--- src/rtl/fetch_unit.sv ---
// fetch_unit: program counter, run/halt sequencer and performance counters
// for the 9-bit single-cycle core. The ROM is read combinationally at the
// registered PC; the fetched word is forwarded to the decoder while running.
module fetch_unit #(
  parameter int unsigned PC_W       = 10,
  parameter int unsigned START_ADDR = 0,
  parameter logic [8:0]  HALT_INSTR = 9'h1FF,
  parameter int unsigned CNT_W      = 16
) (
  input  logic             Clk,
  input  logic             Reset,
  input  logic             Start,
  input  logic             Stall,
  input  logic             Jump,
  input  logic             BranchEn,
  input  logic             Taken,
  input  logic [PC_W-1:0]  Target,
  input  logic [8:0]       InstrIn,
  output logic [PC_W-1:0]  InstrAddr,
  output logic [8:0]       Instruction,
  output logic             Running,
  output logic             Done,
  output logic [CNT_W-1:0] CycleCount,
  output logic [CNT_W-1:0] InstrCount
);

  typedef enum logic [1:0] {
    ST_IDLE = 2'd0,
    ST_RUN  = 2'd1,
    ST_DONE = 2'd2
  } state_t;

  localparam logic [PC_W-1:0]  START_PC = PC_W'(START_ADDR);
  localparam logic [CNT_W-1:0] CNT_ONE  = CNT_W'(1);
  localparam logic [PC_W-1:0]  PC_ONE   = PC_W'(1);

  state_t           state, state_nxt;
  logic [PC_W-1:0]  pc, pc_nxt;
  logic [CNT_W-1:0] cyc_cnt, cyc_cnt_nxt;
  logic [CNT_W-1:0] ins_cnt, ins_cnt_nxt;
  logic             is_halt;

  assign is_halt = (InstrIn == HALT_INSTR);

  // Next-state, next-PC and counter update rules for each sequencer state.
  always_comb begin
    // NOTE: every signal gets a hold value first so no path through the
    // case leaves one unassigned, which would infer a latch.
    state_nxt   = state;
    pc_nxt      = pc;
    cyc_cnt_nxt = cyc_cnt;
    ins_cnt_nxt = ins_cnt;
    unique case (state)
      ST_IDLE, ST_DONE: begin
        if (Start) begin
          state_nxt   = ST_RUN;
          pc_nxt      = START_PC;
          cyc_cnt_nxt = '0;
          ins_cnt_nxt = '0;
        end
      end
      ST_RUN: begin
        // Every RUN cycle counts, stalled and halting ones included.
        if (cyc_cnt != '1) cyc_cnt_nxt = cyc_cnt + CNT_ONE;
        if (!Stall) begin
          if (is_halt) begin
            // Halt word is not retired; PC stays on it.
            state_nxt = ST_DONE;
          end else begin
            if (ins_cnt != '1) ins_cnt_nxt = ins_cnt + CNT_ONE;
            if (Jump || (BranchEn && Taken)) pc_nxt = Target;
            else                             pc_nxt = pc + PC_ONE;
          end
        end
      end
      default: state_nxt = ST_IDLE;
    endcase
  end

  // State, PC and counter registers with synchronous reset.
  always_ff @(posedge Clk) begin
    // NOTE: registers use non-blocking assignments so every flop samples
    // the pre-edge values regardless of statement order.
    if (Reset) begin
      state   <= ST_IDLE;
      pc      <= START_PC;
      cyc_cnt <= '0;
      ins_cnt <= '0;
    end else begin
      state   <= state_nxt;
      pc      <= pc_nxt;
      cyc_cnt <= cyc_cnt_nxt;
      ins_cnt <= ins_cnt_nxt;
    end
  end

  assign Running     = (state == ST_RUN);
  assign Done        = (state == ST_DONE);
  assign InstrAddr   = pc;
  assign Instruction = Running ? InstrIn : 9'h000;
  assign CycleCount  = cyc_cnt;
  assign InstrCount  = ins_cnt;

endmodule

--- config.mk ---
export PLATFORM = sky130hd
export DESIGN_NAME = fetch_unit
export DESIGN_NICKNAME = d
export VERILOG_FILES = /design/src/rtl/fetch_unit.sv
export SDC_FILE = /design/constraint.sdc
export NUM_CORES = 1
export LEC_CHECK = 0
export ABC_AREA = 1
export CELL_PAD_IN_SITES_DETAIL_PLACEMENT = 1
export CELL_PAD_IN_SITES_GLOBAL_PLACEMENT = 2
export CORE_ASPECT_RATIO = 0.8
export CORE_MARGIN = 1.5
export CORE_UTILIZATION = 25
export CTS_BUF_LIST = sky130_fd_sc_hd__clkbuf_2
export CTS_CLUSTER_DIAMETER = 120
export DETAILED_ROUTE_END_ITERATION = 7
export GPL_TIMING_DRIVEN = 0
export PLACE_DENSITY = 0.83
export SYNTH_ARGS = -nofsm -noshare
export SYNTH_HDL_FRONTEND = slang
export SYNTH_SLANG_ARGS = --single-unit
--- constraint.sdc ---
create_clock -name Clk -period 1.73 [get_ports Clk]
set_input_delay 0.346 -clock Clk [delete_from_list [all_inputs] [get_ports Clk]]
set_output_delay 0.346 -clock Clk [all_outputs]
set_load 0.05 [all_outputs]
After elaboration in Yosys (flattened, before gate mapping)
Index checks and enable logic that the tools add are counted.
{"block": "word_totals", "regBits": 44, "latchBits": 0, "ram_bits": 0, "romBits": 0, "input_bits": 26, "output_inout_bits": 53, "word_cells": 44, "memories": 0}
{"block": "classes", "n_addsub": 3, "mul": 0, "div_mod_pow": 0, "magnitude_cmp": 0, "eq_ne": 11, "shifts": 0, "n_mux": 17, "bitwise_logic": 0, "reduce_logical": 9}
{"cell": "2-to-1 mux 16 bit", "count": 5}
{"cell": "one-hot mux 16 bit (2 select lines)", "count": 2}
{"cell": "2-to-1 mux 10 bit", "count": 4}
{"cell": "adder 16 x 1 -> 16 bit, second input constant", "count": 2}
{"cell": "!= test 16 bit, second input constant", "count": 2}
{"cell": "one-hot mux 10 bit (2 select lines)", "count": 1}
{"cell": "adder 10 x 1 -> 10 bit, second input constant", "count": 1}
{"cell": "== test 9 bit, second input constant", "count": 1}
{"cell": "2-to-1 mux 9 bit", "count": 1}
{"cell": "2-to-1 mux 2 bit", "count": 3}
{"cell": "!= test 2 x 1 -> 1 bit, second input constant", "count": 3}
{"cell": "!= test 2 bit, second input constant", "count": 3}
{"cell": "AND reduction 3 bit", "count": 2}
{"cell": "AND reduction 5 bit", "count": 1}
{"cell": "one-hot mux 2 bit (2 select lines)", "count": 1}
{"cell": "AND reduction 4 bit", "count": 1}
{"cell": "== test 2 x 1 -> 1 bit, second input constant", "count": 1}
{"cell": "== test 2 bit, second input constant", "count": 1}
{"cell": "logical NOT 2 bit", "count": 1}
{"cell": "nonzero test 2 bit", "count": 1}
{"cell": "OR reduction 2 bit", "count": 1}
{"cell": "logical AND 1 bit", "count": 1}
{"cell": "logical OR 1 bit", "count": 1}

Depth between registers and ports, before layout
Gate-level depths: netlist of run 1.
{"block": "depth", "ltp_word": 6, "ltp_mapped": 11, "depth_no_buf": 11}

Worst setup path before layout of run 1
Ideal clock, no wire load.
{"block": "synth_timing", "path_type": "register -> register", "start": "register ins_cnt[0], in the netlist InstrCount[0]", "end": "register ins_cnt[3], in the netlist InstrCount[3]", "setup_ns": 0.117, "t_arrival_ns": 1.905, "required_time_ns": 1.613, "path_slack_ns": -0.292, "stages_incl_launch_ff": 10, "n_path_buf": 1, "synth_period_minus_slack_ns": 2.022, "path_cell_list": "dfxtp_1 ha_1 nand3_1 nor2_2 nand3_1 nor2_1 nor2_4 buf_6 a21oi_1 nor2_1"}
{"block": "synth_via", "elab_chain_cells": 5, "word_cells_on_any_way": 8, "classes_between": "1 x add/sub; 2 x eq/ne; 4 x mux; 1 x reduce/logical"}
{"item": "start, declared", "line": "40", "text": "logic [CNT_W-1:0] ins_cnt, ins_cnt_nxt;"}
{"item": "start signal, assigned", "line": "93", "text": "ins_cnt <= ins_cnt_nxt;"}
{"item": "adder 16 x 1 -> 16 bit", "line": "70", "text": "if (ins_cnt != '1) ins_cnt_nxt = ins_cnt + CNT_ONE;"}
{"item": "2-to-1 mux 16 bit", "line": "70"}
{"item": "2-to-1 mux 16 bit", "line": "66", "text": "if (is_halt) begin"}
{"item": "2-to-1 mux 16 bit", "line": "65", "text": "if (!Stall) begin"}
{"item": "one-hot mux 16 bit (2 select lines)", "line": "53", "text": "unique case (state)"}
Parallel ways exist; a longest one is shown, timed or not. The select of a mux whose other input is x is not followed.
A chain may end at the register's enable or synchronous reset.

Final worst setup path of run 1
{"block": "layout_timing", "start": "register state[0]", "end": "output port Instruction[2]"}
{"block": "layout_via", "elab_chain_cells": 2}
{"item": "start, declared", "line": "37", "text": "state_t state, state_nxt;"}
{"item": "start signal, assigned", "line": "90", "text": "state <= state_nxt;"}
{"item": "== test 2 x 1 -> 1 bit", "line": "97", "text": "assign Running = (state == ST_RUN);"}
{"item": "2-to-1 mux 9 bit", "line": "100", "text": "assign Instruction = Running ? InstrIn : 9'h000;"}
{"item": "end, declared", "line": "20", "text": "output logic [8:0] Instruction,"}
Every way passes these cells.

==> results of run 1 <==
## sequential cells by signal, indices dropped and copies added, names as in the netlist
signal / cells
CycleCount: 16
state: 2
InstrAddr: 10
InstrCount: 16
## timing repair
action | in CTS | in global routing
resized for setup | 244 | 59
hold buffers | 0 | 0
endpoints found under the setup margin | 91 | 67
gates cloned | 2 | 1
pin swaps | 4 | 13
setup buffers | 10 | 18
## worst max-delay path by stage
| stage | cells after the start | end | slack (ns) |
|---|---|---|---|
| 2_1_floorplan | 5 | Instruction[0] | -0.14 |
| 3_3_place_gp | 4 | Running | -0.67 |
| 3_5_place_dp | 6 | Instruction[1] | -0.74 |
| 4_1_cts | 6 | Instruction[2] | -0.18 |
| 5_1_grt | 6 | Instruction[2] | -0.19 |
| 6_report | 6 | Instruction[2] | -0.09 |
## cells in the mapped netlist (3+ instances only)
cell type	n	area (µm²)
xor2_1	5	43.8
dfxtp_1	44	881
nand4_1	9	56.3
a21oi_1	35	175
or2_2	6	37.5
o21bai_1	3	22.5
o211ai_1	3	22.5
clkbuf_1	7	26.3
xnor2_1	7	61.3
nand2_2	3	18.8
nor3_1	3	15.0
nand2_1	131	492
nand3_1	41	205
o21ai_0	11	55.1
inv_1	47	176
ha_1	3	37.5
nor2_1	82	308
## stage by stage
| step | area, µm² | utilization | setup slack [ns] | total power [W] | instances |
|---|---|---|---|---|---|
| 3_3_place_gp | 3800 | 0.349 | -0.674 | 0.00166 | 681 |
| 6_report | 4370 | 0.401 | -0.0932 | 0.00233 | 720 |
| 2_1_floorplan | 2840 | - | -0.137 | 0.00144 | 459 |
| 4_1_cts | 4160 | 0.382 | -0.179 | 0.00227 | 700 |
| 5_1_grt | 4370 | 0.401 | -0.194 | 0.00246 | 719 |
| 3_5_place_dp | 3800 | 0.349 | -0.736 | 0.00167 | 681 |
## where the power goes
group,leakage [nW],internal [W],switching (W)
clock network,0.0248,0.0000892,0.000391
registers,0.371,0.00104,0.0000298
logic,1.29,0.000320,0.000464
total,1.69,0.00145,0.000885
## worst max-delay path, stage by stage, from the launching register on
cell,delay (ns)
dfxtp_4,0.42
inv_4,0.04
nor2_8,0.12
inv_8,0.05
clkbuf_16,0.16
nor2_4,0.10
buf_8,0.15
## area by class of cell
class	count	area [µm²]	share of cell area
Antenna cell	1	2.50	0.000573
Buffer	11	101	0.0232
Clock buffer	5	25.0	0.00573
Clock inverter	2	12.5	0.00286
Inverter	50	200	0.0458
Multi-Input combinational cell	354	1860	0.426
Sequential cell	44	930	0.213
Tap cell	144	180	0.0412
Timing Repair Buffer	109	1060	0.242
## per-layer routing
metal | GRT usage | vias up | wire length (µm)
li1 | - | 1694 | -
met1 | 0.244 | 1615 | 5110
met2 | 0.288 | 63 | 5030
met3 | 0.0339 | 4 | 462
met4 | 0.0344 | 0 | 60
met5 | 0 | - | 0
## logic make-up after synthesis
logic type,count (synthesis)
flip-flops,44
AO/OA/AOI/OAI,54
AND/OR/NAND/NOR,285
buffers and inverters,61
adder cells (fa/ha/maj),3
XOR/XNOR,12
==> flow_metrics.py, run 1 <==
metrics = {
    "run_status": {
        "outcome": "finished, violations left",
        "violations": "negative setup slack",
    },
    "sta": {
        "grt_setup_unrepaired": "yes",
        "setup_viol_count_final": 19,
        "timing_max_transition_violations_final": 0,
        "hold_slack_ns": 0.504,
        "maxSlewHeadroom": 0.544,
        "finalWorstSetupSlack_ns": -0.0932,
        "fin_tns_setup_ns": -1.00,
        "final_min_period_over_clock_period": 1.05,
        "max_slew.worst_pin.slew_ns": 0.684,
        "timing_hold_violations_final": 0,
        "clock_skew_ns": 0.0274,
        "maxClockFrequency_ghz": 0.548,
        "final_period_minus_worst_setup_slack_ns": 1.82,
    },
    "yosys": {
        "avgSynthCellArea_um2": 6.11,
        "postSynthRegisterBits": 44,
        "synth_warnings": 0,
        "syn_nets": 488,
        "postSynth.asyncResetShare": 0,
        "synthCells": 459,
        "dominant_combinational_cell_family_by_area_after_synthesis": "simple AND/OR/NAND/NOR gates",
        "adder_cell_area_share_of_the_yosys_netlist": 0.0134,
        "postSynth.topFlopCell": "dfxtp_1",
        "post_synth_mux_area_share": 0,
        "post_synth_instance_area_um2": 2810,
        "synth-simple-area-share": 0.443,
        "synth_enable_flop_cells": 0,
        "synthXorXnorAreaFrac": 0.0374,
        "yosysSeqAreaShare": 0.314,
        "synth_compound_gate_area_share": 0.103,
        "synth_cell_types": 31,
    },
    "finish": {
        "final_layout_size_suffix_gt1_frac": 0.315,
        "area.growth.synth_to_final_pct": 55.6,
        "final_common_cell": "nand2_1",
        "final_nets": 604,
        "most-common-layout-cells": "129 x nand2_1, 64 x nor2_1, 47 x inv_1, 38 x nand3_1, 30 x clkdlybuf4s15_2",
        "nFillCells": 1409,
    },
    "floorplan": {
        "design.die.area_um2": 11900,
        "ios": 79,
        "initial_utilization": 0.258,
        "dieWidth_um": 121,
        "die_h_um": 97.8,
        "row_count": 34,
        "core-area_um2": 10900,
    },
    "routing": {
        "totalWireLength_um": 10700,
        "routedWlPerCell_um": 14.8,
        "antenna_left": 0,
        "routed_via_density": 4.69,
        "routed-via-count": 3376,
        "dr.first_iter.drc_count": 125,
        "drt-pass1-iter-count": 4,
        "detail_route.drc_violations": 0,
    },
    "min_path": {
        "origin_of_the_worst_min_delay_path": "CycleCount[8]$_SDFFE_PP0P_",
        "hp-class": "register to register",
        "worst_hold_path.endpoint": "CycleCount[8]$_SDFFE_PP0P_",
        "hold_path_depth": 2,
    },
    "global_routing": {
        "global_route.overflow_total": 0,
        "antenna_violations_before_repair": 0,
        "vias_in_the_first_global_route": 3356,
        "grt_max_degree": 14,
        "grtUsageTotal": 0.177,
        "global_route_wire_length_before_repair_um": 17000,
    },
    "worst_setup_path": {
        "setup.worst_path.end_class": "primary output",
        "r2r_slack_ns": -0.03,
        "critical_path.reg2reg.startpoint": "state[0]$_SDFFE_PP0P_",
        "r2r_end": "InstrCount[12]$_SDFFE_PP0P_",
        "setup.worst_path.start": "state[0]$_SDFFE_PP0P_",
        "worst_setup_path_start_kind": "register",
        "cp_data_arrival_time_ns": 1.48,
        "rr_worst_depth": 12,
        "crit_type": "register to primary output",
        "required_ns": 1.38,
        "crit_path_max_fanout": 5,
    },
    "clocking": {
        "numClockSinks": 44,
        "worst_skew_pair.late_latency_ns": 0.43,
        "cts_buffer_depth": 2,
        "cts_tree": "yes",
        "cts_buffers": 5,
        "cts.reportedPaths.clkPinSlew_ns": 0.27,
        "ctsRootBufferMaster": "clkbuf_2",
        "ctsHtreeMaxLevel": 2,
    },
    "power": {
        "power.density_nw_per_um2": 534,
        "ir_worst_vdd_v": 0.000232,
        "power.static_leakage_nw": 1.69,
    },
    "placement": {
        "gpl_congestion": 0.782,
        "io_buffers": 78,
        "dpl_wire_length_um": 7430,
    },
    "run": {
        "drv_cap": 0,
    },
}
(Power assumes the default switching activity.)
==> inputs of run 2 (changes only) <==
clock period = 1.7 ns   (was 1.73 ns; I/O delays follow)
==> run 2 against run 1 <==
Against the previous run: the run still ends with negative setup slack left; count of clock-buffer cells in the layout unchanged; clock skew increased by 0.014 ns; sequential share of layout area decreased by 0.91 points; non-clock buffer count increased by 6; routed wire length decreased by 2.4%; critical path depth decreased by 1; combinational power increased by 11%; cell count increased by 0.83%; die area unchanged; largest power group unchanged; highest routed layer unchanged.
==> flow_metrics.py, run 2 (same netlist as run 1, synthesis figures left out) <==
metrics = {
    "clocking": {
        "cts_buffer_depth": 2,
        "ctsRootBufferMaster": "clkbuf_2",
        "numClockSinks": 44,
        "worst_skew_pair.late_latency_ns": 0.45,
        "cts_tree": "yes",
        "cts.reportedPaths.clkPinSlew_ns": 0.30,
        "cts_hold_fix_bufs": 0,
        "ctsHtreeMaxLevel": 2,
        "cts_buffers": 5,
    },
    "worst_setup_path": {
        "crit_type": "register to primary output",
        "cp_data_arrival_time_ns": 1.53,
        "r2r_slack_ns": -0.11,
        "r2r_end": "InstrAddr[8]$_SDFFE_PP0P_",
        "worst_setup_path_start_kind": "register",
        "required_ns": 1.36,
        "crit_path_cell_trace": "nor2_8, buf_4, buf_12, buf_8, buf_8",
        "cpPeakStageDelay_ns": 0.43,
        "critical_path.n_buffers_inverters": 4,
        "rr_worst_depth": 11,
        "crit_path_max_fanout": 3,
        "critPathTopFamily": "buffers and inverters",
        "cp_common_cell": "buf_8",
        "setup.worst_path.end_class": "primary output",
        "crit_path_top_delay_cell": "dfxtp_4",
        "critical_path.reg2reg.startpoint": "state[1]$_SDFFE_PP0P_",
    },
    "run": {
        "drv_cap": 0,
    },
    "placement": {
        "io_buffers": 78,
        "dpl_wire_length_um": 7180,
        "pre_cts_slack_ns": -0.735,
        "gpl_congestion": 0.773,
    },
    "routing": {
        "routedWlPerCell_um": 14.3,
        "routed_via_density": 4.68,
        "dr.first_iter.drc_count": 149,
        "totalWireLength_um": 10400,
        "drt-pass1-iter-count": 4,
        "routed-via-count": 3401,
        "antenna_left": 0,
        "detail_route.drc_violations": 0,
    },
    "run_status": {
        "violations": "negative setup slack",
        "outcome": "finished, violations left",
    },
    "sta": {
        "timing_max_transition_violations_final": 0,
        "fin_tns_setup_ns": -1.78,
        "final_min_period_over_clock_period": 1.10,
        "maxSlewHeadroom": 0.624,
        "final_period_minus_worst_setup_slack_ns": 1.87,
        "finalWorstSetupSlack_ns": -0.168,
        "setup_viol_count_final": 20,
        "maxClockFrequency_ghz": 0.535,
        "max_slew.worst_pin.slew_ns": 0.564,
        "timing_hold_violations_final": 0,
        "grt_setup_unrepaired": "yes",
        "clock_skew_ns": 0.0410,
        "hold_slack_ns": 0.508,
    },
    "finish": {
        "final-seq-area_um2": 936,
        "final_util": 0.422,
        "area_of_combinational_cells_with_multiple_inputs_um2": 1960,
        "most-common-layout-cells": "121 x nand2_1, 61 x nor2_1, 46 x inv_1, 37 x nand3_1, 28 x buf_4",
        "nFillCells": 1410,
        "area.growth.synth_to_final_pct": 63.7,
        "final_layout_size_suffix_gt1_frac": 0.361,
        "inserted_diodes": 0,
        "final_nets": 610,
        "final_common_cell": "nand2_1",
    },
    "min_path": {
        "hp-class": "register to register",
        "hold_path_depth": 2,
        "origin_of_the_worst_min_delay_path": "CycleCount[8]$_SDFFE_PP0P_",
        "worst_hold_path.endpoint": "CycleCount[8]$_SDFFE_PP0P_",
    },
    "floorplan": {
        "ios": 79,
        "die_h_um": 97.8,
        "dieWidth_um": 121,
        "initial_utilization": 0.258,
        "design.die.area_um2": 11900,
        "row_count": 34,
        "core-area_um2": 10900,
    },
    "power": {
        "power.static_leakage_nw": 1.80,
        "p_sw_w": 0.000938,
        "sequentialPowerShare": 0.417,
        "ir_worst_vdd_v": 0.000264,
        "power.density_nw_per_um2": 569,
        "pwr-share-clk": 0.249,
        "p_total_w": 0.00261,
        "p_comb_frac": 0.334,
        "sw_frac_of_total": 0.359,
        "internal_power_w": 0.00168,
    },
    "global_routing": {
        "grt_max_degree": 15,
        "global_route_wire_length_before_repair_um": 16900,
        "grtUsageTotal": 0.177,
        "antenna_violations_before_repair": 0,
        "global_route.overflow_total": 0,
        "vias_in_the_first_global_route": 3428,
    },
}
==> run 2: cell types whose count changed in the layout (fill, tap and decap cells not counted), moves of 5 or more <==
| cell | change |
|---|---|
| buf_2 | +5 |
| buf_8 | +5 |
| clkbuf_2 | -6 |
| clkdlybuf4s18_2 | +6 |
| nand2_1 | -8 |
| nand2_4 | +6 |
==> run 2: worst reg2reg max path, stage by stage (launching register included) <==
cell	delay, ns
dfxtp_4	0.43
nor2_8	0.17
buf_4	0.14
buf_6	0.10
nand4_1	0.11
buf_6	0.15
nand2_8	0.08
buf_12	0.11
clkinvlp_4	0.15
nor2_1	0.13
nor2_1	0.06
nor2_1	0.10
==> run 2: power groups by stage <==
stage          combinational, W  sequential, W  clock, W
2_1_floorplan          0.000303        0.00117         0
3_3_place_gp           0.000585        0.00111         0
3_5_place_dp           0.000591        0.00111         0
4_1_cts                0.000766        0.00109  0.000676
5_1_grt                0.000935        0.00109  0.000702
6_report               0.000873        0.00109  0.000650
==> run 2: timing repair <==
| item | CTS | global route |
|---|---|---|
| pin swaps | 4 | 25 |
| setup endpoints to repair | 93 | 61 |
| cloned | 3 | 0 |
| resized for setup | 268 | 87 |
| setup buffers | 19 | 15 |
==> run 2: worst max-delay path by stage <==
stage | startpoint | endpoint | depth (start not counted)
6_report | state[1]$_SDFFE_PP0P_ | Running | 5
5_1_grt | state[1]$_SDFFE_PP0P_ | Instruction[5] | 5
4_1_cts | state[0]$_SDFFE_PP0P_ | Instruction[8] | 6
3_5_place_dp | state[0]$_SDFFE_PP0P_ | Instruction[5] | 6
3_3_place_gp | state[0]$_SDFFE_PP0P_ | Running | 4
2_1_floorplan | state[0]$_SDFFE_PP0P_ | Instruction[0] | 5
==> run 2: layout make-up <==
cell class / count / share of cell area
Timing Repair Buffer: 115 / 0.247
Inverter: 50 / 0.0444
Clock buffer: 5 / 0.00545
Sequential cell: 44 / 0.204
Tap cell: 144 / 0.0392
Multi-Input combinational cell: 354 / 0.427
Buffer: 11 / 0.0240
Clock inverter: 3 / 0.00926
==> run 2: per-stage QoR <==
stage	instances	cell area, µm²
after floorplan	459	2840
after detailed placement	681	3800
after global placement	681	3800
after global routing	726	4590
final	726	4590
after CTS	711	4320
==> run 2: layer usage <==
metal / part of all wire / track usage / vias to the layer above / wire [µm]
met4: 0.0037 / 0.0244 / 0 / 38
li1: - / - / 1700 / -
met1: 0.48 / 0.245 / 1638 / 5040
met5: 0 / 0 / - / 0
met2: 0.47 / 0.292 / 61 / 4910
met3: 0.040 / 0.0339 / 2 / 420
==> inputs of run 3 (changes only) <==
GPL_ROUTABILITY_DRIVEN = 0   (was default)
==> results of run 3 <==
No change in the layout: final DEF, timing and power equal those of run 2.
